### src/rtl/bfp_result_normalizer.sv
// bfp_result_normalizer: converts two block-floating-point lanes to bfloat16 in a 3-stage stallable pipeline.
// Define BFP_NORM_RNE_EN for round-to-nearest-even; the default build truncates toward zero.
module bfp_result_normalizer #(
  parameter int unsigned EXP_OFFSET = 0,
  parameter int unsigned CNT_WIDTH  = 16
) (
  input  logic                 clk,
  input  logic                 rst_n,
  input  logic                 in_valid_i,
  output logic                 in_ready_o,
  input  logic [31:0]          in_data_a_i,
  input  logic [31:0]          in_data_b_i,
  output logic                 out_valid_o,
  input  logic                 out_ready_i,
  output logic [15:0]          out_data_a_o,
  output logic [15:0]          out_data_b_o,
  input  logic                 clr_i,
  output logic                 ovf_flag_o,
  output logic                 udf_flag_o,
  output logic [CNT_WIDTH-1:0] result_cnt_o
);

  localparam logic [10:0] EXP_OFF = 11'(EXP_OFFSET);

  typedef struct packed {
    logic [15:0] data;
    logic        ovf;
    logic        udf;
  } pack_t;

  function automatic logic [4:0] lzc24(input logic [23:0] v);
    logic [4:0] n;
    n = 5'd24;
    for (int i = 0; i < 24; i++) begin
      if (v[i]) n = 5'(23 - i);
    end
    return n;
  endfunction

  // Exponent math is done in 11 bits so that exp + p - EXP_OFFSET never wraps;
  // underflow is judged before rounding, overflow after the rounding carry.
  function automatic pack_t pack_lane(input logic       sign,
                                      input logic       zero,
                                      input logic [6:0] frac,
                                      input logic       rnd,
                                      input logic [4:0] p,
                                      input logic [7:0] exp_f);
    pack_t       r;
    logic [10:0] e_raw;
    logic [10:0] e_rnd;
    logic [7:0]  frac_r;
    e_raw  = {3'b000, exp_f} + {6'b000000, p} - EXP_OFF;
    frac_r = {1'b0, frac} + {7'b0000000, rnd};
    e_rnd  = e_raw + {10'b0, frac_r[7]};
    r = '0;
    if (zero) begin
      r = '0;
    end else if (e_raw[10] || (e_raw == 11'd0)) begin
      r.data = {sign, 15'b0};
      r.udf  = 1'b1;
    end else if (e_rnd >= 11'd255) begin
      r.data = {sign, 8'hFE, 7'h7F};
      r.ovf  = 1'b1;
    end else begin
      r.data = {sign, e_rnd[7:0], frac_r[6:0]};
    end
    return r;
  endfunction

  logic             en;
  logic             s0_valid;
  logic             s1_valid;
  logic [1:0][31:0] lane_in;
  logic [1:0][15:0] lane_out;
  logic [1:0]       lane_ovf;
  logic [1:0]       lane_udf;

  assign en           = !out_valid_o || out_ready_i;
  assign in_ready_o   = en;
  assign lane_in      = {in_data_b_i, in_data_a_i};
  assign out_data_a_o = lane_out[0];
  assign out_data_b_o = lane_out[1];

  // Stage valids move together; a bubble travels as a cleared valid and is never collapsed.
  always_ff @(posedge clk or negedge rst_n) begin
    if (!rst_n) begin
      s0_valid    <= 1'b0;
      s1_valid    <= 1'b0;
      out_valid_o <= 1'b0;
    end else if (en) begin
      s0_valid    <= in_valid_i;
      s1_valid    <= s0_valid;
      out_valid_o <= s1_valid;
    end
  end

  for (genvar l = 0; l < 2; l++) begin : g_lane
    logic        s0_sign;
    logic [23:0] s0_mag;
    logic [7:0]  s0_exp;
    logic        s1_sign;
    logic        s1_zero;
    logic        s1_rnd;
    logic [6:0]  s1_frac;
    logic [4:0]  s1_p;
    logic [7:0]  s1_exp;
    logic [15:0] out_q;
    logic [23:0] mag_d;
    logic [4:0]  lzc_d;
    logic        lead_d;
    logic        rnd_d;
    logic [6:0]  frac_d;
    pack_t       res_d;

    always_comb begin
      mag_d = lane_in[l][23] ? ((~lane_in[l][23:0]) + 24'd1) : lane_in[l][23:0];
    end

    // After normalisation bit 23 holds the leading one, so its absence means a zero magnitude.
`ifdef BFP_NORM_RNE_EN
    logic [23:0] norm_d;
    always_comb begin
      lzc_d  = lzc24(s0_mag);
      norm_d = s0_mag << lzc_d;
      lead_d = norm_d[23];
      frac_d = norm_d[22:16];
      rnd_d  = norm_d[15] && ((|norm_d[14:0]) || norm_d[16]);
    end
`else
    logic [7:0] top_d;
    always_comb begin
      lzc_d  = lzc24(s0_mag);
      top_d  = 8'((s0_mag << lzc_d) >> 16);
      lead_d = top_d[7];
      frac_d = top_d[6:0];
      rnd_d  = 1'b0;
    end
`endif

    always_comb begin
      res_d = pack_lane(s1_sign, s1_zero, s1_frac, s1_rnd, s1_p, s1_exp);
    end

    always_ff @(posedge clk or negedge rst_n) begin
      if (!rst_n) begin
        s0_sign <= 1'b0;
        s0_mag  <= '0;
        s0_exp  <= '0;
        s1_sign <= 1'b0;
        s1_zero <= 1'b1;
        s1_rnd  <= 1'b0;
        s1_frac <= '0;
        s1_p    <= '0;
        s1_exp  <= '0;
        out_q   <= '0;
      end else if (en) begin
        if (in_valid_i) begin
          s0_sign <= lane_in[l][23];
          s0_mag  <= mag_d;
          s0_exp  <= lane_in[l][31:24];
        end
        if (s0_valid) begin
          s1_sign <= s0_sign;
          s1_zero <= !lead_d;
          s1_rnd  <= rnd_d;
          s1_frac <= frac_d;
          s1_p    <= 5'd23 - lzc_d;
          s1_exp  <= s0_exp;
        end
        if (s1_valid) begin
          out_q <= res_d.data;
        end
      end
    end

    assign lane_out[l] = out_q;
    assign lane_ovf[l] = res_d.ovf;
    assign lane_udf[l] = res_d.udf;
  end

  // Flags latch on the transfer into the output register; the counter on the output handshake.
  always_ff @(posedge clk or negedge rst_n) begin
    if (!rst_n) begin
      ovf_flag_o   <= 1'b0;
      udf_flag_o   <= 1'b0;
      result_cnt_o <= '0;
    end else if (clr_i) begin
      ovf_flag_o   <= 1'b0;
      udf_flag_o   <= 1'b0;
      result_cnt_o <= '0;
    end else begin
      if (en && s1_valid) begin
        ovf_flag_o <= ovf_flag_o || (|lane_ovf);
        udf_flag_o <= udf_flag_o || (|lane_udf);
      end
      if (out_valid_o && out_ready_i) begin
        result_cnt_o <= result_cnt_o + CNT_WIDTH'(1);
      end
    end
  end

endmodule

### config.mk
export PLATFORM = sky130hd
export DESIGN_NAME = bfp_result_normalizer
export DESIGN_NICKNAME = d
export VERILOG_FILES = /design/src/rtl/bfp_result_normalizer.sv
export SDC_FILE = /design/constraint.sdc
export NUM_CORES = 1
export LEC_CHECK = 0
export ABC_AREA = 1
export CAP_MARGIN = 15
export CORE_MARGIN = 1.5
export CORE_UTILIZATION = 55
export CTS_BUF_LIST = sky130_fd_sc_hd__clkbuf_4
export DETAILED_ROUTE_END_ITERATION = 8
export HOLD_SLACK_MARGIN = 0.05
export PLACE_DENSITY = 0.85
export SKIP_LAST_GASP = 1
export SLEW_MARGIN = 40
export SYNTH_ARGS = -nofsm -noshare
export SYNTH_HDL_FRONTEND = slang
export SYNTH_SLANG_ARGS = --single-unit
### constraint.sdc
create_clock -name clk -period 3.73 [get_ports clk]
set_input_delay 0.373 -clock clk [delete_from_list [all_inputs] [get_ports clk]]
set_output_delay 0.373 -clock clk [all_outputs]
set_load 0.03 [all_outputs]
==> impl_results.md, run 1 <==
- Setup-failing EPs final: 0
- CP Launch Type: flip-flop
- Synth cell count leaders: nand2_1 (412), nand3_1 (209), inv_1 (164)
- PD cells: 699 nW/um2
- Critical Path RT: 4.22 ns
- Syn Nets: 1523
- Final Wtd Congestion: 0.924
- Share of layout cells above drive strength 1: 0.0460
- Via Count: 9730
- Reg2reg start: g_lane[0].s1_p[0]$_DFFE_PN0P_
- CTS root buf: clkbuf_4
- Power, Total: 8.25 mW
- RSZ-0062 raised after global routing: false
- Clk buf depth: 2
- I/O Pins: 121
- Post-route cell area: 11800 um2
- Critical path launch point: g_lane[0].s1_p[0]$_DFFE_PN0P_
- Minimum clock period: 3.20 ns
- Buffers on Ports: 120
- Synth Cell Area: 10100 um2
- # rows: 49
- Mean Syn Cell Area: 7.02 um2
- CP max FO: 15
- Antenna-violating nets left: 0
- DP Area: 11400 um2
- Htree depth: 4
- Synth Register Bits: 163
- DRT Wirelength: 24.4 mm
- Reg clk slew, reported paths: 0.15 ns
- Type of the tightest min-delay check: in -> reg
- Number of synthesized flops with an enable pin: 0
- Synthesis-to-finish area growth: 16.8%
- Global route overflow: 0
- Fillers: 1569
- Crit path kind: reg -> reg
- Initial Utilization: 0.562
- Arrival @ worst endpoint: 3.69 ns
- YS warnings: 0
- Clock skew: 0.0214 ns
- Sequential fraction of the synthesis area: 0.404
- Synth area leaders: dfrtp_1 (40%), nand2_1 (15%), nand3_1 (10%)
- Die width: 138 um
- Core area: 18000 um2
- Cell leakage power: 5.76 nW
- DIE AREA: 19200 um2
- Initial antenna violation count: 1
- First-pass DRT Iterations: 5
- CTS Sinks: 163
- Pin count of the biggest net entering global routing: 102
- First-pass GRT wire length: 41.3 mm
- Slew @ Worst Pin: 0.832 ns
- R2R depth: 15
- Placed Cells incl. Taps: 1741
- Max-Cap Viols: 0
- Global routing usage on met1: 0.378
- Count of unique library cells instantiated by Yosys: 46
- Max-slew violations: 0
- Crit end category: flip-flop
- R2r setup slk: 0.53 ns
- Met3 Use GR: 0.0596
- Total track usage: 0.260
- Most common cell in the synthesized netlist: nand2_1
- Number of global-route vias before repair: 8661
- Drc violations: 0
- Area of the multi-input gates: 5120 um2
- Post-synth ARST share: 1.00
- Synth Instances: 1439
- Die Ht: 138 um
- Main synth FF type: dfrtp_1
- Starting DRT DRC Count: 1040
- GR peak layer: met2
- Storage element area: 4080 um2
- Hold Vio Cnt, Final: 0
- Post-Layout Cell Count: 1775
- TritonCTS clock tree: done
- Final period utilization: 0.858
- Max_slew headroom: 0.444
- Crit Reg-Reg Endpoint: out_data_a_o[7]$_DFFE_PN0P_
- CP endpoint: out_data_a_o[7]$_DFFE_PN0P_
- Yosys top cell area share: 0.399
- HPWL after detailed placement: 18.2 mm
- Final nets: 1616
- Post-route setup TNS: 0 ns
- DR WL/cell: 13.7 um
- Leading area contributor after synthesis: dfrtp_1
- Clk Latency, worst-skew pair: 0.59 ns
- Fmax: 0.312 GHz
- Max IR drop VDD: 0.520 mV
- Status: completed
- M2 GR Usage: 0.387
- Vias per inst: 5.48
- CTS Buf Count: 17
[cell usage in the layout, fill, tap and decap left out, types with 12 or more instances in the layout]
cell type	instances
a21oi_1	35
nand3_1	209
nor3_1	27
xor2_1	29
clkdlybuf4s50_1	119
dfrtp_1	161
buf_4	12
nor2_1	103
o211ai_1	17
ha_1	13
inv_1	164
nand2_1	411
o21ai_0	112
xnor2_1	25
clkbuf_4	17
[worst min-delay path by stage]
stage | start | cells after the start | slack, ns | to
6_report | in_data_a_i[27] | 3 | 0.33 | g_lane[0].s0_exp[3]$_DFFE_PN0P_
3_5_place_dp | s1_valid$_DFFE_PN0N_ | 2 | 0.45 | out_valid_o$_DFFE_PN0N_
3_3_place_gp | s1_valid$_DFFE_PN0N_ | 2 | 0.44 | out_valid_o$_DFFE_PN0N_
5_1_grt | in_data_a_i[27] | 3 | 0.31 | g_lane[0].s0_exp[3]$_DFFE_PN0P_
2_1_floorplan | rst_n | 0 | 0.08 | g_lane[0].s0_exp[0]$_DFFE_PN0P_
4_1_cts | in_data_a_i[27] | 3 | 0.30 | g_lane[0].s0_exp[3]$_DFFE_PN0P_
[sequential cells by signal, indices dropped and copies added, names as in the netlist]
register        count
g_lane.s0_exp      16
out_valid_o         1
g_lane.s1_exp      16
g_lane.s1_sign      2
g_lane.s1_zero      2
result_cnt_o       16
udf_flag_o          1
s1_valid            1
s0_valid            1
out_data_b_o       16
g_lane.s0_sign      2
ovf_flag_o          1
g_lane.s0_mag      48
g_lane.s1_frac     14
g_lane.s1_p        10
out_data_a_o       16
[cell type report]
class                      instances  share of cell area
clock buffer                      17              0.0108
tap                              229              0.0243
inverter                         168              0.0535
multi-input combinational       1048               0.434
timing repair buffer             134               0.111
sequential                       163               0.346
antenna                            1            0.000212
clock inverter                    15              0.0194
[metal layers]
metal | up-vias | routed length (um) | share of wire
li1 | 4862 | - | -
met5 | - | 0 | 0
met4 | 0 | 432 | 0.018
met1 | 4456 | 11300 | 0.46
met3 | 33 | 1840 | 0.076
met2 | 379 | 10800 | 0.44
[logic make-up after synthesis]
family / Yosys count / share of synthesized area
DFF: 163 / 0.404
AOI/OAI and AO/OA: 188 / 0.103
adders and majority gates: 15 / 0.0201
and+or+nand+nor: 790 / 0.336
buffers and inverters: 228 / 0.0890
xor gates and xnor gates: 54 / 0.0468
muxes: 1 / 0.000991
[critical path, stage by stage (launching register included)]
cell and delay [ns]:
dfrtp_1 0.42, ha_1 0.23, fa_1 0.42, a21oi_1 0.15, o21bai_1 0.11, nand2_1 0.08
a21oi_1 0.09, xor2_1 0.15, inv_1 0.07, nand3_1 0.09, nand2_1 0.24, nor2_1 0.21
nand4_1 0.12, nor3_1 0.28, nor2_2 0.18, a32o_1 0.25
[metrics by stage]
stage | worst slack [ns] | util | hold WS, ns
5_1_grt | 0.260 | 0.657 | 0.309
6_report | 0.529 | 0.657 | 0.326
4_1_cts | 0.374 | 0.656 | 0.297
2_1_floorplan | 1.18 | - | 0.0774
3_5_place_dp | 0.423 | 0.636 | 0.449
3_3_place_gp | 0.628 | 0.636 | 0.444
[repair_timing]
action                                  CTS  global route
hold buffers                              1             0
resized for setup                         0             1
buffers inserted                          0             0
endpoints found under the setup margin    0             1
endpoints found under the hold margin    76             0
[power breakdown]
group | internal [mW] | leakage, nW | switching, mW
sequential | 2.34 | 2.02 | 0.453
clock | 0.607 | 0.181 | 0.654
combinational | 1.52 | 3.55 | 2.68
No activity file was read; power rests on OpenSTA's default activity.
==> run 2, diff against run 1 <==
Settings changed: CTS_CLUSTER_SIZE from default to 25, MAX_ROUTING_LAYER from default to met4.
==> run 2 against run 1 <==
  * Fmax is 2.1% higher
  * Sequential share of layout area is 0.25 points higher
  * First-iteration DRC count is 1.2% lower
  * Final cell count is 0.17% lower
==> impl_results.md, run 2 (synthesized netlist as in run 1, its figures left out) <==
- Post-Layout Cell Count: 1772 (-0.17%)
- DR WL/cell: 14.0 um (+2.1%)
- Clk Latency, worst-skew pair: 0.59 ns (about the same)
- I/O Pins: 121 (unchanged)
- Util after Layout: 0.652 (-0.00474)
- Drc violations: 0 (unchanged)
- Critical Path RT: 4.22 ns (about the same)
- PD cells: 686 nW/um2 (-1.9%)
- Most frequent cells in the layout: nand2_1 (411), nand3_1 (209), inv_1 (164)
- CTS Sinks: 163 (unchanged)
- CTS root buf: clkbuf_4
- CTS Buf Count: 17 (unchanged)
- Fmax: 0.319 GHz (+2.1%)
- Setup-failing EPs final: 0 (unchanged)
- Pin count of the biggest net entering global routing: 96 (-5.9%)
- Status: completed
- DP Area: 11400 um2 (about the same)
- First-pass GRT wire length: 42.0 mm (+1.7%)
- Pint: 4.26 mW (-4.6%)
- Total track usage: 0.271 (+0.0117)
- Hold Vio Cnt, Final: 0 (unchanged)
- Commonest non-fill, non-tap cell in the layout: nand2_1
- Die width: 138 um (unchanged)
- Final Wtd Congestion: 0.929 (+0.50%)
- Starting DRT DRC Count: 1028 (-1.2%)
- Arrival @ worst endpoint: 3.62 ns (-0.07 ns)
- Max FFs per register: 48 (unchanged)
- # rows: 49 (unchanged)
- Via Count: 9708 (-0.23%)
- Buffers on Ports: 120 (unchanged)
- Reg clk slew, reported paths: 0.14 ns (about the same)
- Max-Cap Viols: 0 (unchanged)
- Synthesis-to-finish area growth: 16.0%
- CP max FO: 15 (unchanged)
- Pre-CTS setup slack: 0.466 ns (+0.0433 ns)
- HPWL after detailed placement: 18.4 mm (+1.1%)
- TritonCTS clock tree: done
- Die Ht: 138 um (unchanged)
- Final nets: 1614 (-0.12%)
- Global route overflow: 0 (unchanged)
- Clk buf depth: 2 (unchanged)
- Post-CTS setup buffers: 0 (unchanged)
- Final period utilization: 0.840 (-0.0178)
- Biggest register: g_lane.s0_mag
- RSZ-0062 raised after global routing: false
- DRT Wirelength: 24.8 mm (+1.9%)
- Power share of the sequential group: 0.348 (+0.009)
- Post-route setup TNS: 0 ns (unchanged)
- Type of the tightest min-delay check: in -> reg
- Cell leakage power: 5.72 nW (-0.72%)
- Combinational share of power: 0.524 (+0.016)
- Crit end category: flip-flop
- Switching share of power: 0.470 (+0.0110)
- P_sw: 3.77 mW (-0.32%)
- Final setup margin: 0.595 ns (+0.0664 ns)
- Htree depth: 4 (unchanged)
- Max_slew headroom: 0.496 (+0.0520)
- Vias per inst: 5.48 (about the same)
- Share of layout cells above drive strength 1: 0.0428 (-0.00315)
- Placed Cells incl. Taps: 1739 (-0.11%)
- Core area: 18000 um2 (unchanged)
- Max IR drop VDD: 0.395 mV (-24%)
- Slew @ Worst Pin: 0.754 ns (-0.0779 ns)
- First-pass DRT Iterations: 6 (+1)
- Minimum clock period: 3.13 ns (-0.0664 ns)
- Initial Utilization: 0.562 (unchanged)
- Crit path kind: reg -> reg
- Clock power share: 0.128 (-0.025)
- Clock skew: 0.0233 ns (+0.00185 ns)
- CP Launch Type: flip-flop
- Post-route cell area: 11700 um2 (-0.72%)
- DIE AREA: 19200 um2 (unchanged)
- Max-slew violations: 0 (unchanged)
- Number of global-route vias before repair: 8767 (+1.2%)
- Initial antenna violation count: 1 (unchanged)
- Antenna-violating nets left: 0 (unchanged)
-- run 2: cell count changes in the layout (fill, tap and decap cells not counted), moves of 2 or more --
cell       change
clkinv_4       +3
inv_6          -2
clkinv_1       +2
buf_4          -3
bufinv_16      -3
-- run 2: path summary, 6_finish.rpt --
check | from | to | slack, ns | cells after the start
setup / recovery | g_lane[0].s1_p[0]$_DFFE_PN0P_ | out_data_a_o[7]$_DFFE_PN0P_ | 0.60 | 15
hold / removal | in_data_a_i[27] | g_lane[0].s0_exp[3]$_DFFE_PN0P_ | 0.29 | 3
setup reg to reg | g_lane[0].s1_p[0]$_DFFE_PN0P_ | out_data_a_o[7]$_DFFE_PN0P_ | 0.60 | 15
max in group asynchronous | rst_n | g_lane[1].s0_mag[12]$_DFFE_PN0P_ | 2.50 | 3
hold reg to reg | s1_valid$_DFFE_PN0N_ | out_valid_o$_DFFE_PN0N_ | 0.49 | 2
min in group asynchronous | rst_n | out_data_a_o[14]$_DFFE_PN0P_ | 0.36 | 2
-- run 2: worst max-delay path, stage by stage (launching register included) --
cell	delay, ns
dfrtp_1	0.42
ha_1	0.23
fa_1	0.41
a21oi_1	0.15
o21bai_1	0.11
nand2_1	0.07
a21oi_1	0.08
xor2_1	0.15
inv_1	0.07
nand3_1	0.08
nand2_1	0.24
nor2_1	0.22
nand4_1	0.10
nor3_1	0.26
nor2_2	0.18
a32o_1	0.25
-- run 2: through the flow --
step / total power, mW / hold WS, ns
global route: 8.74 / 0.330
floorplan: 5.80 / 0.0774
finish: 8.03 / 0.291
CTS: 8.03 / 0.278
global placement: 6.86 / 0.447
detailed placement: 6.99 / 0.456
-- run 2: what timing repair did --
item                       4_1_cts  5_1_grt
hold buffers                     1        0
gates resized for setup          0        1
hold endpoints to repair        81        0
setup endpoints to repair        0        1
-- run 2: final cells by class --
class | count | area [um2]
fillers | 1630 | 6250
flip-flops and latches | 163 | 4080
multi-input cells | 1048 | 5120
clock inverters | 13 | 136
well taps | 229 | 287
diodes | 1 | 2.50
inverters | 168 | 631
clock buffers | 18 | 135
repair buffers | 132 | 1310
-- run 2: metal layers --
layer	vias to the layer above	wire [um]	global-route usage	share of wire
li1	4844	-	-	-
met1	4472	11700	0.393	0.47
met2	354	11200	0.398	0.45
met3	38	1610	0.0409	0.065
met4	0	429	0.0753	0.017
met5	-	0	-	0
-- run 2: power groups by stage --
stage,registers [mW],clock network (mW),logic [mW]
floorplan,3.03,0,2.76
global placement,2.80,0,4.06
detailed placement,2.83,0,4.16
CTS,2.79,1.05,4.19
global route,2.87,1.12,4.75
finish,2.80,1.03,4.21
==> run 3, diff against run 2 <==
Clock period 3.73 ns to 2.91 ns, I/O delays scaled along.
==> run 3 against run 2 <==
  * Clock skew shrank 0.0061 ns
  * Via count is 0.33% higher
  * Core utilization up 1.5 points
  * Hold slack lost 0.060 ns
  * Global-route usage down 0.31 points
  * Die area did not move
  * Sequential cell count did not move
  * Clock-buffer cell count grew 1
  * Design area grew 2.3%
  * Setup slack got worse by 0.46 ns
  * First-iteration DRC count up 2.0%
  * Critical path type unchanged
  * Critical endpoint unchanged
  * Largest power group unchanged
==> impl_results.md, run 3 (synthesized netlist as in run 1, its figures left out) <==
- Hold Vio Cnt, Final: 0 (unchanged)
- CP Launch Type: flip-flop
- Max-slew violations: 0 (unchanged)
- Vias per inst: 5.42 (-1.1%)
- Setup-failing EPs final: 0 (unchanged)
- Number of global-route vias before repair: 8542 (-2.6%)
- Global route overflow: 0 (unchanged)
- Max IR drop VDD: 0.542 mV (+37%)
- I/O Pins: 121 (unchanged)
- Slew @ Worst Pin: 0.769 ns (+0.0152 ns)
- Htree depth: 4 (unchanged)
- Max_slew headroom: 0.487 (-0.00960)
- Post-route setup TNS: 0 ns (unchanged)
- Crit path kind: reg -> reg
- Most frequent cells in the layout: nand2_1 (409), nand3_1 (208), inv_1 (163)
- CTS root buf: clkbuf_4
- Critical path launch point: g_lane[0].s1_p[0]$_DFFE_PN0P_
- R2R depth: 15 (unchanged)
- Crit end category: flip-flop
- Max FFs per register: 48 (unchanged)
- # rows: 49 (unchanged)
- Clk buf depth: 2 (unchanged)
- First-pass DRT Iterations: 6 (unchanged)
- Initial Utilization: 0.562 (unchanged)
- CP max FO: 15 (unchanged)
- First-pass GRT wire length: 41.2 mm (-1.9%)
- Core area: 18000 um2 (unchanged)
- Crit Reg-Reg Endpoint: out_data_a_o[7]$_DFFE_PN0P_
- R2r setup slk: 0.14 ns (-0.46 ns)
- DR WL/cell: 13.8 um (-1.5%)
- Reg2reg start: g_lane[0].s1_p[0]$_DFFE_PN0P_
- Placed Cells incl. Taps: 1755 (+0.92%)
- DRT Wirelength: 24.8 mm (-0.12%)
- Clock power share: 0.126 (-0.002)
- Status: completed
- Starting DRT DRC Count: 1049 (+2.0%)
- Max-Cap Viols: 0 (unchanged)
- Buffers on Ports: 120 (unchanged)
- Reg clk slew, reported paths: 0.14 ns (about the same)
- P_sw: 4.93 mW (+31%)
- Share of layout cells above drive strength 1: 0.0632 (+0.0204)
- PD cells: 883 nW/um2 (+29%)
- Critical Path RT: 3.40 ns (-0.82 ns)
- Drc violations: 0 (unchanged)
- Total track usage: 0.268 (-0.00311)
- CTS Buf Count: 17 (unchanged)
- Type of the tightest min-delay check: in -> async
- Post-Layout Cell Count: 1797 (+1.4%)
- Final period utilization: 0.952 (+0.112)
- Minimum clock period: 2.77 ns (-0.363 ns)
- HPWL after detailed placement: 18.6 mm (+0.82%)
- Synthesis-to-finish area growth: 18.6%
- Combinational share of power: 0.536 (+0.012)
- Power share of the sequential group: 0.338 (-0.010)
- Biggest register: g_lane.s0_mag
- Commonest non-fill, non-tap cell in the layout: nand2_1
- Antenna-violating nets left: 0 (unchanged)
- Initial antenna violation count: 1 (unchanged)
- Final Wtd Congestion: 0.939 (+1.1%)
- Pin count of the biggest net entering global routing: 102 (+6.3%)
- DIE AREA: 19200 um2 (unchanged)
- Die Ht: 138 um (unchanged)
- Cell leakage power: 5.84 nW (+2.2%)
- CTS Sinks: 163 (unchanged)
- Arrival @ worst endpoint: 3.26 ns (-0.36 ns)
- Final nets: 1638 (+1.5%)
- Fmax: 0.361 GHz (+13%)
- Clock skew: 0.0171 ns (-0.00614 ns)
- Pint: 5.65 mW (+33%)
- Clk Latency, worst-skew pair: 0.59 ns (about the same)
- Die width: 138 um (unchanged)
- Switching share of power: 0.466 (-0.00360)
- TritonCTS clock tree: done
- Worst hold slack: 0.231 ns (-0.0604 ns)
- Via Count: 9740 (+0.33%)
==> run 3: cell count changes in the layout (fill, tap and decap cells not counted), moves of 2 or more <==
cell	change
nand2_2	+2
dfrtp_2	+2
nand2_8	+2
nand2_1	-2
nand2_4	-2
inv_6	+2
buf_12	+2
clkinv_4	-3
dfrtp_1	-2
buf_4	+21
==> run 3: cell type report <==
cell class              count  area [um2]
fillers                  1562        5980
multi-input cells        1048        5170
flip-flops and latches    163        4080
repair buffers            156        1520
inverters                 168         631
well taps                 229         287
clock buffers              19         143
clock inverters            13         134
diodes                      1        2.50
==> run 3: how the worst max path moves through the flow <==
| stage | to | slack, ns | cells after the start |
|---|---|---|---|
| after floorplan | out_data_a_o[14]$_DFFE_PN0P_ | 0.36 | 17 |
| after CTS | out_data_a_o[7]$_DFFE_PN0P_ | 0.08 | 15 |
| after detailed placement | g_lane[0].s0_mag[22]$_DFFE_PN0P_ | -0.05 | 15 |
| after global placement | out_data_a_o[9]$_DFFE_PN0P_ | 0.06 | 14 |
| final | out_data_a_o[7]$_DFFE_PN0P_ | 0.14 | 15 |
| after global routing | out_data_a_o[7]$_DFFE_PN0P_ | -0.04 | 15 |
==> run 3: routing by layer <==
layer / vias to the layer above / GRT usage / share of wire
li1: 4906 / - / -
met1: 4474 / 0.383 / 0.47
met2: 325 / 0.397 / 0.45
met3: 35 / 0.0475 / 0.063
met4: 0 / 0.0693 / 0.014
met5: - / - / 0
==> run 3: critical path, cell delays in order, from the launching register on <==
cell and delay, ns:
dfrtp_1 0.41, ha_1 0.23, fa_2 0.37, a21oi_2 0.12, o21bai_1 0.09, nand2_1 0.08, a21oi_1 0.10, xor2_1 0.16
inv_1 0.07, nand3_1 0.09, nand2_1 0.08, nor2_1 0.13, nand4_1 0.15, nor3_4 0.25, nor2_4 0.11, a32o_1 0.23
==> run 3: what timing repair did <==
item	in CTS	in global routing
gates resized for setup	1	16
pin swaps	0	1
hold buffers	1	0
hold endpoints to repair	61	0
setup buffers	0	8
endpoints found under the setup margin	13	38
==> run 3: power groups by stage <==
stage | Clock, mW | Sequential [mW] | Combinational, mW
after floorplan | 0 | 3.89 | 3.54
after global placement | 0 | 3.58 | 5.34
after detailed placement | 0 | 3.61 | 5.47
after CTS | 1.36 | 3.57 | 5.49
after global routing | 1.44 | 3.67 | 6.35
final | 1.34 | 3.58 | 5.67
==> run 3: stage by stage <==
stage               worst slack, ns   util  power, mW  instance area, um2
CTS                          0.0841  0.660       10.4               11900
detailed placement          -0.0530  0.644       9.08               11600
finish                        0.139  0.667       10.6               12000
floorplan                     0.356      -       7.43               10100
global route                -0.0436  0.667       11.5               12000
global placement             0.0596  0.644       8.92               11600
